[src/rtl/branch_pkg.sv]
// Shared definitions for the branch resolution controller: RV32I branch
// funct3 encodings, controller state encoding and the BHT counter type.
package branch_pkg;

    // RV32I conditional branch funct3 encodings
    localparam logic [2:0] BEQ  = 3'b000;
    localparam logic [2:0] BNE  = 3'b001;
    localparam logic [2:0] BLT  = 3'b100;
    localparam logic [2:0] BGE  = 3'b101;
    localparam logic [2:0] BLTU = 3'b110;
    localparam logic [2:0] BGEU = 3'b111;

    // Controller states
    typedef enum logic [1:0] {
        IDLE     = 2'd0,
        EVAL     = 2'd1,
        REDIRECT = 2'd2
    } state_e;

    // Two-bit saturating branch history counter; MSB is the prediction
    typedef logic [1:0] bht_ctr_t;

    localparam bht_ctr_t BHT_RESET = 2'b01;
    localparam bht_ctr_t BHT_MAX   = 2'b11;
    localparam bht_ctr_t BHT_MIN   = 2'b00;

    // funct3 values 010 and 011 are not branch encodings
    function automatic logic isIllegalFunct3(input logic [2:0] f3);
        return (f3 == 3'b010) || (f3 == 3'b011);
    endfunction

endpackage

[src/rtl/branch_resolve_ctrl_branchcomp.sv]
// branchComp: single-cycle branch condition evaluator. Produces BrTaken
// for the six RV32I conditional branches when Branch is asserted; any
// other funct3 evaluates as not taken.
module branchComp
    import branch_pkg::*;
(
    input  logic        Branch,
    input  logic [2:0]  funct3,
    input  logic [31:0] A,
    input  logic [31:0] B,
    output logic        BrTaken
);

    // Compare the operands according to the branch type
    always_comb begin
        BrTaken = 1'b0;
        if (Branch) begin
            case (funct3)
                BEQ:     BrTaken = (A == B);
                BNE:     BrTaken = (A != B);
                BLT:     BrTaken = ($signed(A) <  $signed(B));
                BGE:     BrTaken = ($signed(A) >= $signed(B));
                BLTU:    BrTaken = (A <  B);
                BGEU:    BrTaken = (A >= B);
                default: BrTaken = 1'b0;
            endcase
        end
    end

endmodule

[src/rtl/branch_resolve_ctrl.sv]
// branch_resolve_ctrl: accepts one conditional branch at a time, resolves
// it on registered operands via branchComp, trains a 2-bit BHT and raises
// a held redirect/flush toward fetch when the fetch prediction was wrong.
module branch_resolve_ctrl
    import branch_pkg::*;
#(
    parameter int BHT_IDX_W = 4,
    parameter int XLEN      = 32
) (
    input  logic            clk,
    input  logic            rst_n,
    input  logic            req_valid_i,
    output logic            req_ready_o,
    input  logic [XLEN-1:0] pc_i,
    input  logic [XLEN-1:0] imm_i,
    input  logic [XLEN-1:0] rs1_i,
    input  logic [XLEN-1:0] rs2_i,
    input  logic [2:0]      funct3_i,
    input  logic            pred_taken_i,
    input  logic [XLEN-1:0] pred_pc_i,
    output logic            pred_taken_o,
    output logic            resolved_valid_o,
    output logic            resolved_taken_o,
    output logic            illegal_o,
    output logic            redirect_valid_o,
    output logic [XLEN-1:0] redirect_pc_o,
    input  logic            redirect_ready_i,
    output logic            flush_o,
    output logic [XLEN-1:0] mispredict_cnt_o
);

    localparam int BHT_ENTRIES = 1 << BHT_IDX_W;

    state_e              state_q;
    logic [XLEN-1:0]     pc_q;
    logic [XLEN-1:0]     imm_q;
    logic [XLEN-1:0]     rs1_q;
    logic [XLEN-1:0]     rs2_q;
    logic [2:0]          funct3_q;
    logic                predTaken_q;
    logic [XLEN-1:0]     redirectPc_q;
    logic [XLEN-1:0]     mispredictCnt_q;
    bht_ctr_t            bht_q [BHT_ENTRIES];

    logic                inEval;
    logic                brTaken;
    logic                illegal;
    logic                mispredict;
    logic [XLEN-1:0]     target;
    logic [BHT_IDX_W-1:0] updIdx;
    logic [BHT_IDX_W-1:0] rdIdx;
    logic                unused_predPc;

    branchComp u_branchComp (
        .Branch  (1'b1),
        .funct3  (funct3_q),
        .A       (rs1_q),
        .B       (rs2_q),
        .BrTaken (brTaken)
    );

    // Resolution decode from the captured branch: legality, target, mispredict
    always_comb begin
        inEval     = (state_q == EVAL);
        illegal    = isIllegalFunct3(funct3_q);
        target     = brTaken ? (pc_q + imm_q) : (pc_q + 32'd4);
        mispredict = (brTaken != predTaken_q) && !illegal;
        updIdx     = pc_q[BHT_IDX_W+1:2];
        rdIdx      = pred_pc_i[BHT_IDX_W+1:2];
    end

    // Only the index bits of the fetch PC address the table
    assign unused_predPc = ^{pred_pc_i[XLEN-1:BHT_IDX_W+2], pred_pc_i[1:0]};

    // Controller FSM: capture on accept, resolve in EVAL, hold redirect until taken
    always_ff @(posedge clk) begin
        if (!rst_n) begin
            state_q         <= IDLE;
            pc_q            <= '0;
            imm_q           <= '0;
            rs1_q           <= '0;
            rs2_q           <= '0;
            funct3_q        <= '0;
            predTaken_q     <= 1'b0;
            redirectPc_q    <= '0;
            mispredictCnt_q <= '0;
        end else begin
            case (state_q)
                IDLE: begin
                    if (req_valid_i) begin
                        pc_q        <= pc_i;
                        imm_q       <= imm_i;
                        rs1_q       <= rs1_i;
                        rs2_q       <= rs2_i;
                        funct3_q    <= funct3_i;
                        predTaken_q <= pred_taken_i;
                        state_q     <= EVAL;
                    end
                end
                EVAL: begin
                    if (mispredict) begin
                        redirectPc_q <= target;
                        if (mispredictCnt_q != '1) begin
                            mispredictCnt_q <= mispredictCnt_q + 32'd1;
                        end
                        state_q <= REDIRECT;
                    end else begin
                        state_q <= IDLE;
                    end
                end
                REDIRECT: begin
                    if (redirect_ready_i) begin
                        state_q <= IDLE;
                    end
                end
                default: state_q <= IDLE;
            endcase
        end
    end

    // BHT training: legal branches move their counter toward the actual outcome
    always_ff @(posedge clk) begin
        if (!rst_n) begin
            for (int i = 0; i < BHT_ENTRIES; i++) begin
                bht_q[i] <= BHT_RESET;
            end
        end else if (inEval && !illegal) begin
            if (brTaken) begin
                if (bht_q[updIdx] != BHT_MAX) begin
                    bht_q[updIdx] <= bht_q[updIdx] + 2'd1;
                end
            end else begin
                if (bht_q[updIdx] != BHT_MIN) begin
                    bht_q[updIdx] <= bht_q[updIdx] - 2'd1;
                end
            end
        end
    end

    // Output decode; the resolve pulse is suppressed while reset is asserted
    always_comb begin
        req_ready_o      = rst_n && (state_q == IDLE);
        resolved_valid_o = rst_n && inEval;
        resolved_taken_o = rst_n && inEval && brTaken && !illegal;
        illegal_o        = rst_n && inEval && illegal;
        redirect_valid_o = (state_q == REDIRECT);
        flush_o          = (state_q == REDIRECT);
        redirect_pc_o    = redirectPc_q;
        mispredict_cnt_o = mispredictCnt_q;
        pred_taken_o     = bht_q[rdIdx][1];
    end

endmodule

[config.mk]
export PLATFORM = sky130hd
export DESIGN_NAME = branch_resolve_ctrl
export DESIGN_NICKNAME = d
export VERILOG_FILES = /design/src/rtl/branch_pkg.sv /design/src/rtl/branch_resolve_ctrl_branchcomp.sv /design/src/rtl/branch_resolve_ctrl.sv
export SDC_FILE = /design/constraint.sdc
export NUM_CORES = 1
export LEC_CHECK = 0
export ABC_AREA = 1
export CORE_ASPECT_RATIO = 1.4
export CORE_MARGIN = 5
export CORE_UTILIZATION = 50
export DETAILED_ROUTE_END_ITERATION = 12
export DONT_BUFFER_PORTS = 1
export HOLD_SLACK_MARGIN = 0.1
export SYNTH_ARGS = -nofsm -noshare
export SYNTH_HDL_FRONTEND = slang
export SYNTH_HIERARCHICAL = 1
export SYNTH_SLANG_ARGS = --single-unit
[constraint.sdc]
create_clock -name clk -period 4.13 [get_ports clk]
set_input_delay 0.413 -clock clk [delete_from_list [all_inputs] [get_ports clk]]
set_output_delay 0.413 -clock clk [all_outputs]
set_load 0.05 [all_outputs]
* After elaboration in Yosys (flattened, before gate mapping)
Memory sizes are Yosys's and may differ from the RTL's. A register that Yosys moved wholly into a read port is not among the register bits.
Cells that the tools add are included.
** Word-level totals
- Register bits :: 198
- Memory bits (writable) :: 32
- Output and inout bits :: 71
- Word-level logic and storage cells :: 76
- Memories :: 1
** Memories
- bht_q :: words 16, bits a word 2, rd ports 2, clocked after memory_dff 1, write ports 16, line branch_resolve_ctrl.sv:43 : bht_ctr_t bht_q [BHT_ENTRIES];
** Operators by class
- Add/sub/neg operators :: 5
- Order comparisons :: 4
- Equality and inequality tests :: 16
- Multiplexer cells :: 23
- Bitwise gates (word level) :: 1
- Reductions and logical operators :: 17
** Operator list (count)
- 32-bit >= comparator :: 2
- 32-bit less-than comparator :: 2
- 32-bit by 1-bit adder with 32-bit output, second input constant :: 1
- 32-bit by 3-bit adder with 32-bit output, second input constant :: 1
- 32-bit adder :: 1
- 32-bit == test :: 1
- 32-bit 2-to-1 mux :: 1
- 32-bit inequality test :: 1
- 32-bit inequality test, second input constant :: 1
- 3-bit == test, second input constant :: 4
- 1-bit 2-to-1 mux :: 12
- 4-bit 2-to-1 mux :: 3
- 2-bit 2-to-1 mux :: 5
- 1-bit logical AND :: 7
- 3-bit by 2-bit == test with 1-bit output, second input constant :: 2
- 2-bit inequality test, second input constant :: 3
- 1-bit one-hot mux with 6 select lines :: 1
- 2-bit one-hot mux with 3 select lines :: 1
- 2-bit AND reduction :: 3
- 3-bit by 1-bit == test with 1-bit output, second input constant :: 1
- 3-bit zero test :: 1
- 3-bit AND reduction :: 1
- 2-bit by 1-bit adder with 2-bit output, second input constant :: 1
- 2-bit by 1-bit == test with 1-bit output, second input constant :: 1
- other kinds (9) :: 9

* Logic depth before layout (Yosys ltp)
Gate-level depths: netlist of run 1.
- Depth in word-level cells :: 10
- Mapped depth :: 27
- Gate-level depth less buffers :: 27

* Hierarchy
The synthesis of run 1 kept the hierarchy.
** By module, submodules not included
- branch_resolve_ctrl :: times used 1, cells an instance 1780, area an instance 12445.7 um2
- branchComp :: times used 1, cells an instance 176, area an instance 1014.7 um2

* Worst setup path after synthesis of run 1
No wires, ideal clock.
- Kind :: register to register
- Start :: register rs2_q[31]
- End :: memory bht_q[12][0] (netlist bit) (enable)
- Arrival time :: 3.585 ns
- Data required time :: 3.832 ns
- Setup slack :: 0.248 ns
- Stages on the path, launching flop included :: 20
- Path buffers :: 1
- Period minus slack after synthesis :: 3.882 ns
- Cells stage by stage :: dfxtp_1 > inv_1 > ha_1 > a21oi_1 > o21a_1 > nand2_1 > a21oi_2 > nand3_1 > nand3_1 > nand2_1 > inv_1 > nor2_1 > nor2_1 > inv_2 > nor3_1 > nand2_2 > nand2_4 > buf_6 > nand3_1 > nand2_1
** RTL lines
- from (decl) :: line branch_resolve_ctrl.sv:38 : logic [XLEN-1:0] rs2_q;
- from (signal assigned) :: line branch_resolve_ctrl.sv:94 : rs2_q <= rs2_i;
- to (decl) :: line branch_resolve_ctrl.sv:43

* Worst setup path after layout of run 1
- Start :: register rs2_q[31]
- End :: output resolved_taken_o
** On the way
- Cells in the longest elaborated chain, start to end :: 4
- Elaborated cells between the ends (all ways) :: 9
- Classes of those cells :: order compare: 4; eq/ne: 2; mux: 1; reduce/logical: 2
** Ends and longest elaborated chain
- 32-bit >= comparator (tied with other cells) :: line branch_resolve_ctrl_branchcomp.sv:24 : BGEU: BrTaken = (A >= B);
- 1-bit one-hot mux with 6 select lines * :: line branch_resolve_ctrl_branchcomp.sv:18 : case (funct3)
- named net brTaken :: line branch_resolve_ctrl.sv:46 : logic brTaken;
- 1-bit logical AND * (2 in series) :: line branch_resolve_ctrl.sv:144 : resolved_taken_o = rst_n && inEval && brTaken && !illegal;
- to (decl) :: line branch_resolve_ctrl.sv:23 : output logic resolved_taken_o,
The timed path passes the listed nets; every way through them passes the cells marked *.

==> results_dict.tcl, run 1 <==
set metrics [dict create \
    status "complete, no violations" \
    synth_seq_cells 234 \
    layoutNonFillerInstCount 2418 \
    pwr-share-seq_pct 45.0 \
    synthMuxAreaShare_pct 0 \
    r2r_cells 19 \
    cts_resized 0 \
    rsz0062_at_grt "false" \
    hpwl_mm 29.8 \
    synthAdderAreaFrac_pct 6.47 \
    cpLargestDelayFamily "simple AND/OR/NAND/NOR gates" \
    drt_iter0_drc 768 \
    min_path_cells 2 \
    seq_area_frac_synth_pct 37.2 \
    ant_nets 0 \
    cap_violations 0 \
    grt_pass1_wl_mm 64.2 \
    yosysTopAreaCell "dfxtp_1" \
    drc 0 \
    synth_cells 1956 \
    avgSynthCellArea_um2 6.88 \
    worstHoldStart "rs1_i[29]" \
    slew_violations 0 \
    worstSetupPathType "flip-flop to output port" \
    cts.sinks 234 \
    ys_types 46 \
    antenna_found_initial 0 \
    synthSimpleGateAreaFrac_pct 29.3 \
    cts.path.max_buffers 3 \
    grtUsageTotal_pct 26.3 \
    skew_ps 13.9 \
    worst_pin_slew_ps 1100 \
    min_to "rs1_q[29]$_SDFFE_PN0P_" \
    r2r_end "bht_q[13][1]$_SDFFCE_PN0P_" \
    grt_pass1_vias 12721 \
    r2r_start "rs2_q[31]$_SDFFE_PN0P_" \
    clk_pin_slew_ps 60 \
    fin_hold_ws_ps 110 \
    async_reset_ff_share_pct 0 \
    dpl.cell_count 2251 \
    drtPass1Iterations 5 \
    period_needed_ps 3750 \
    grt_max_degree 168 \
    syn-cell-area_mm2 0.0135 \
    fp.dieArea_mm2 0.0303 \
    place_congestion 0.928 \
    vias_per_cell 5.33 \
    combPwrFrac_pct 18.1 \
    synth_compound_area_share_pct 16.1 \
    fin_setup_tns_ps 0 \
    port_buffers 0 \
    yosysWarnings 6 \
    row_count 71 \
    p_sw_share_pct 30.9 \
    worstPathRequired_ps 3720 \
    hold_path_class "input pin to flip-flop" \
    routed_wl_mm 40.7 \
    critPathMaxFanout 12 \
    worst-path-stages 16 \
    clock_latency_ps 540 \
    fin_crit_sh_pct 90.8 \
    worstSetupEndpointType "output port" \
    syn_nets 2193 \
    syn_to_final_growth_pct 16.4 \
    nets 2271 \
    reg2reg_setup_slack_ps 410 \
    overflow 0 \
    htree_levels 1 \
    powerDensity_mw_per_mm2 376 \
    setup_viol 0 \
    core_area_mm2 0.0267 \
    cp_data_arrival_time_ps 3340 \
    relSlewSlack_pct 26.1 \
    drive_gt1_share_pct 5.26 \
    fmax_ghz 0.267 \
    p_int_mw 4.07 \
    clock_power_share_pct 36.9 \
    synth_area_leaders "dfxtp_1 (30%), nand2_1 (9.9%), nor2_1 (9.8%), o21ai_0 (7.8%), edfxtp_1 (7.1%)" \
    path_buf_inv 5 \
    ir_worst_vdd_mv 0.300 \
    start_util_pct 50.3 \
    synth_top_area_share_pct 30.0 \
    finalHoldViolations 0 \
    p_leak_nw 6.53 \
    path_cells "inv_1, ha_1, a21oi_1, o21a_1, nand2_1, a21oi_2, nand3_1, nand3_1, nand2_1, inv_1, nor2_1, nor2_2, buf_4, inv_2, nor3_2, buf_4" \
    vias 12878 \
    synth_enable_flop_cells 32 \
    cts_root_buf "clkbuf_16" \
    die_h_um 204 \
    synthFlopType "dfxtp_1" \
    wl_per_cell_um 16.8 \
    synth_xor_area_share_pct 2.60 \
    max_stage_delay_ps 380 \
    cts_made_buffers 25 \
    cts_tree "done" \
    p_sw_mw 1.82 \
    antenna_cells 0 \
    io_pins 239 \
    critPathLaunchType "flip-flop" \
    synth_top_family_by_area "simple AND/OR/NAND/NOR gates" \
    die_w_um 149 \
    cpMaxStageDelayCell "ha_1" \
]
==> power groups by stage <==
stage                     Combinational, mW  Sequential (mW)  Clock [mW]
after floorplan                       0.790             2.64           0
after global placement                0.930             2.70           0
after detailed placement              0.947             2.70           0
after CTS                              1.07             2.65        2.22
after global routing                   1.22             2.67        2.30
final                                  1.07             2.65        2.17
==> Yosys cell counts (5+ instances only) <==
| cell type | number |
|---|---|
| nand2_1 | 354 |
| nor2_1 | 350 |
| o21ai_0 | 209 |
| dfxtp_1 | 202 |
| inv_1 | 188 |
| a21oi_1 | 158 |
| nand3_1 | 91 |
| ha_1 | 68 |
| clkbuf_1 | 61 |
| nor3_1 | 36 |
| xor2_1 | 34 |
| edfxtp_1 | 32 |
| nand4_1 | 32 |
| nor2_2 | 16 |
| a31oi_1 | 12 |
| o211ai_1 | 11 |
| nand3_2 | 9 |
| nand3b_1 | 8 |
| o21bai_1 | 8 |
| buf_2 | 7 |
| buf_6 | 6 |
| nor4_1 | 6 |
| o21ai_1 | 6 |
| xnor2_1 | 6 |
| buf_1 | 5 |
| nand2_2 | 5 |
==> layout by cell type (no fill, tap or decap), types with 3 or more instances in the layout <==
master         instances
ha_1                  68
inv_1                188
o21ai_0              208
nand2_1              353
dlygate4sd3_1        120
a31oi_1               12
nand3b_1               8
nor3_1                35
a21oi_1              158
o21a_1                 4
o211ai_1              11
nor2_2                18
edfxtp_1              32
clkbuf_16             25
nor4_1                 5
dfxtp_1              202
o21ai_1                7
clkbuf_8               6
or2_2                  3
nand3_1               91
nand2_4                5
xnor2_1                6
inv_2                  3
nand2_2                5
clkinv_1               4
buf_4                 14
nand3_2                9
o21bai_1               8
nor2_1               348
xor2_1                34
clkinv_2               5
clkbuf_1               4
nand4_1               32
==> layer usage <==
layer  routed length, um  vias up  GRT usage, %
met3                2000       88          3.22
met1               15400     5863          28.4
met4                1560        0          9.81
met2               21700      330          51.3
li1                    -     6597             -
met5                   0        -             0
==> stage by stage <==
step           utilization (%)  power, mW  setup WS (ps)  instance area [um2]
2_1_floorplan                -       3.43            248                13500
3_3_place_gp              51.0       3.63            404                13600
3_5_place_dp              51.0       3.65            368                13600
4_1_cts                   58.6       5.94            318                15700
5_1_grt                   58.6       6.18            167                15700
6_report                  58.6       5.89            378                15700
==> state kept, by name, summed over array words and instances, names as in the netlist, 2 cells and up, named ones only <==
name / cells
bht_q: 32
funct3_q: 3
redirect_pc_o: 32
mispredict_cnt_o: 32
state_q: 2
rs2_q: 32
rs1_q: 32
pc_q: 32
imm_q: 32
==> what timing repair did <==
action	in CTS	in global routing
endpoints found under the hold margin	172	0
buffers inserted	0	0
hold buffers	121	0
==> cell type report <==
type	instances	area, um2
Multi-Input combinational cell	1445	7350
Sequential cell	234	5000
Tap cell	365	457
Clock buffer	35	723
Timing Repair Buffer	135	1330
Clock inverter	11	65.1
Inverter	193	726
Fill cell	2593	11100
==> worst reg2reg max path: cells and delay by family (launching register included) <==
kind                     cells  cell delay, ps
flip-flops                   1             330
buffers and inverters        3             250
adder cells (fa/ha/maj)      1             380
AO/OA/AOI/OAI                3             650
AND/OR/NAND/NOR             12            1790
==> logic make-up after synthesis <==
| group | Yosys count |
|---|---|
| fa+ha+maj | 69 |
| flops | 234 |
| xor+xnor | 40 |
| compound gates | 413 |
| simple gates | 922 |
| other cells | 1 |
| buf+inv | 277 |
==> worst max path at each step <==
stage                                       from                          to  slack, ps
after floorplan           rs2_q[31]$_SDFFE_PN0P_  bht_q[12][0]$_SDFFCE_PN1P_        250
after global placement    rs2_q[31]$_SDFFE_PN0P_  bht_q[13][0]$_SDFFCE_PN1P_        400
after global routing      rs2_q[31]$_SDFFE_PN0P_  bht_q[14][0]$_SDFFCE_PN1P_        170
after detailed placement  rs2_q[31]$_SDFFE_PN0P_  bht_q[13][0]$_SDFFCE_PN1P_        370
final                     rs2_q[31]$_SDFFE_PN0P_            resolved_taken_o        380
after CTS                 rs2_q[31]$_SDFFE_PN0P_            resolved_taken_o        320
No activity file was read; power rests on OpenSTA's default activity.
==> run 2, diff against run 1 <==
CAP_MARGIN = 10   (was not set)
CORE_UTILIZATION = 35   (was 50)
REMOVE_ABC_BUFFERS = 1   (was not set)
==> run 2 against run 1 <==
Net effect: non-clock buffer count increased by 6; clock skew increased by 2.1 ps; combinational power about the same; die area increased by 40%; via count increased by 0.45%; largest power group unchanged; largest cell class unchanged; final cell count increased by 4.9%.
==> results_dict.tcl, run 2 (synthesis results as in run 1) <==
set metrics [dict create \
    ir_worst_vdd_mv 0.303 \
    cts_made_buffers 25 \
    clock_power_share_pct 38.1 \
    wl_per_cell_um 16.8 \
    period_needed_ps 3620 \
    setup_viol 0 \
    cts.path.max_buffers 3 \
    drive_gt1_share_pct 5.59 \
    worstPathRequired_ps 3720 \
    worst_pin_slew_ps 1090 \
    p_leak_nw 6.58 \
    finalHoldViolations 0 \
    die_w_um 176 \
    row_count 85 \
    pwr-share-seq_pct 44.0 \
    skew_ps 16.0 \
    status "complete, no violations" \
    cp_data_arrival_time_ps 3210 \
    place_area_mm2 0.0138 \
    clock_latency_ps 550 \
    core_area_mm2 0.0383 \
    cts_resized 0 \
    min_to "imm_q[3]$_SDFFE_PN0P_" \
    hpwl_mm 30.7 \
    fillerInstances 3989 \
    r2r_end "mispredict_cnt_o[6]$_SDFFE_PN0P_" \
    slew_violations 0 \
    drt_iter0_drc 576 \
    syn_to_final_growth_pct 18.3 \
    fin_crit_sh_pct 87.6 \
    port_buffers 0 \
    cpMaxStageDelayCell "dfxtp_1" \
    rsz0062_at_grt "false" \
    hold_path_class "input pin to flip-flop" \
    drc 0 \
    combPwrFrac_pct 18.0 \
    powerDensity_mw_per_mm2 379 \
    p_int_mw 4.17 \
    routed_wl_mm 42.7 \
    r2r_start "rs2_q[7]$_SDFFE_PN0P_" \
    drtPass1Iterations 5 \
    grtUsageTotal_pct 19.3 \
    cap_violations 0 \
    grt_pass1_wl_mm 67.0 \
    worstHoldStart "imm_i[3]" \
    vias 12936 \
    antenna_found_initial 0 \
    cts_tree "done" \
    start_util_pct 35.2 \
    mostFrequentLayoutCell "nand2_1" \
    cts_root_buf "clkbuf_16" \
    p_sw_mw 1.86 \
    relSlewSlack_pct 27.4 \
    stdcell_area_mm2 0.0159 \
    nets 2277 \
    worstSetupPathType "flip-flop to output port" \
    worstSetupEndpointType "output port" \
    layout_common_cells "nand2_1 (353), nor2_1 (348), o21ai_0 (208), dfxtp_1 (202), inv_1 (188)" \
    antenna_cells 0 \
    die_h_um 242 \
    overflow 0 \
    htree_levels 1 \
    critPathMaxFanout 5 \
    p_sw_share_pct 30.8 \
    grt_max_degree 166 \
    layoutNonFillerInstCount 2537 \
    r2r_cells 22 \
    grt_pass1_vias 12625 \
    path_cells "inv_1, ha_1, nand2_1, nor2_2, nand2_1, nor2_1, nand2_2, o21ai_1, inv_1, nand2_1, inv_1, nand3_1, nor2_1, nor2_2, inv_2, nor3_2, buf_4" \
    io_pins 239 \
    min_path_cells 2 \
    place_congestion 0.956 \
    clk_pin_slew_ps 60 \
    cts.sinks 234 \
    ant_nets 0 \
    reg2reg_setup_slack_ps 630 \
    dpl.cell_count 2365 \
    critPathLaunchType "flip-flop" \
    fp.dieArea_mm2 0.0425 \
    max_stage_delay_ps 330 \
    vias_per_cell 5.10 \
    fmax_ghz 0.276 \
]
run 2: changes by cell type in the layout (fill, tap and decap cells not counted), sizes merged:
cell         change
dlygate4sd3      +4
buf              +2
bufinv           +2
clkbuf           -2
clkinv           -2
clkinvlp         +2
run 2: worst max-delay path, delay by kind of cell (launching register included):
kind                       cells  cell delay, ps
adders and majority gates      1             290
DFF                            1             330
buffers and inverters          5             470
AOI/OAI and AO/OA              1             150
and+or+nand+nor               10            1410
run 2: worst max path at each step:
stage | slack [ps] | end | cells past startpoint | start
finish | 510 | resolved_taken_o | 17 | rs2_q[7]$_SDFFE_PN0P_
detailed placement | 570 | mispredict_cnt_o[13]$_SDFFE_PN0P_ | 23 | rs2_q[7]$_SDFFE_PN0P_
floorplan | -1110 | bht_q[12][0]$_SDFFCE_PN1P_ | 18 | rs2_q[31]$_SDFFE_PN0P_
CTS | 410 | resolved_taken_o | 18 | rs2_q[7]$_SDFFE_PN0P_
global placement | 590 | mispredict_cnt_o[13]$_SDFFE_PN0P_ | 22 | rs2_q[7]$_SDFFE_PN0P_
global route | 90 | mispredict_cnt_o[10]$_SDFFE_PN0P_ | 23 | rs2_q[7]$_SDFFE_PN0P_
run 2: through the flow:
stage / hold slack, ps / total power [mW] / worst slack (ps) / TNS, ps / utilization, %
floorplan: 455 / 3.37 / -1110 / -66890 / -
global placement: 465 / 3.64 / 588 / 0 / 36.0
detailed placement: 472 / 3.66 / 568 / 0 / 36.0
CTS: 100 / 6.12 / 409 / 0 / 41.6
global route: 122 / 6.35 / 85.2 / 0 / 41.6
finish: 112 / 6.03 / 510 / 0 / 41.6
run 2: power groups by stage:
| stage | Sequential [mW] | Combinational (mW) | Clock, mW |
|---|---|---|---|
| 6_report | 2.65 | 1.08 | 2.30 |
| 5_1_grt | 2.67 | 1.24 | 2.45 |
| 4_1_cts | 2.65 | 1.09 | 2.38 |
| 3_5_place_dp | 2.70 | 0.954 | 0 |
| 3_3_place_gp | 2.70 | 0.937 | 0 |
| 2_1_floorplan | 2.65 | 0.727 | 0 |
run 2: final cells by class:
cell class	instances	area, um2	share of cell area (%)
multi-input cells	1445	7360	46.2
well taps	478	598	3.76
clock inverters	13	134	0.841
clock buffers	33	697	4.38
inverters	193	726	4.56
flip-flops and latches	234	5000	31.4
repair buffers	141	1400	8.80
run 2: layer usage:
layer / up-vias / share of wire (%) / global-route usage, %
li1: 6597 / - / -
met1: 5936 / 39 / 21.5
met2: 325 / 51 / 36.2
met3: 78 / 5.7 / 3.86
met4: 0 / 3.4 / 6.63
met5: - / 0 / 0
run 2: timing repair:
item	in CTS	in global routing
setup buffers	0	0
hold buffers	126	0
hold endpoints to repair	173	0
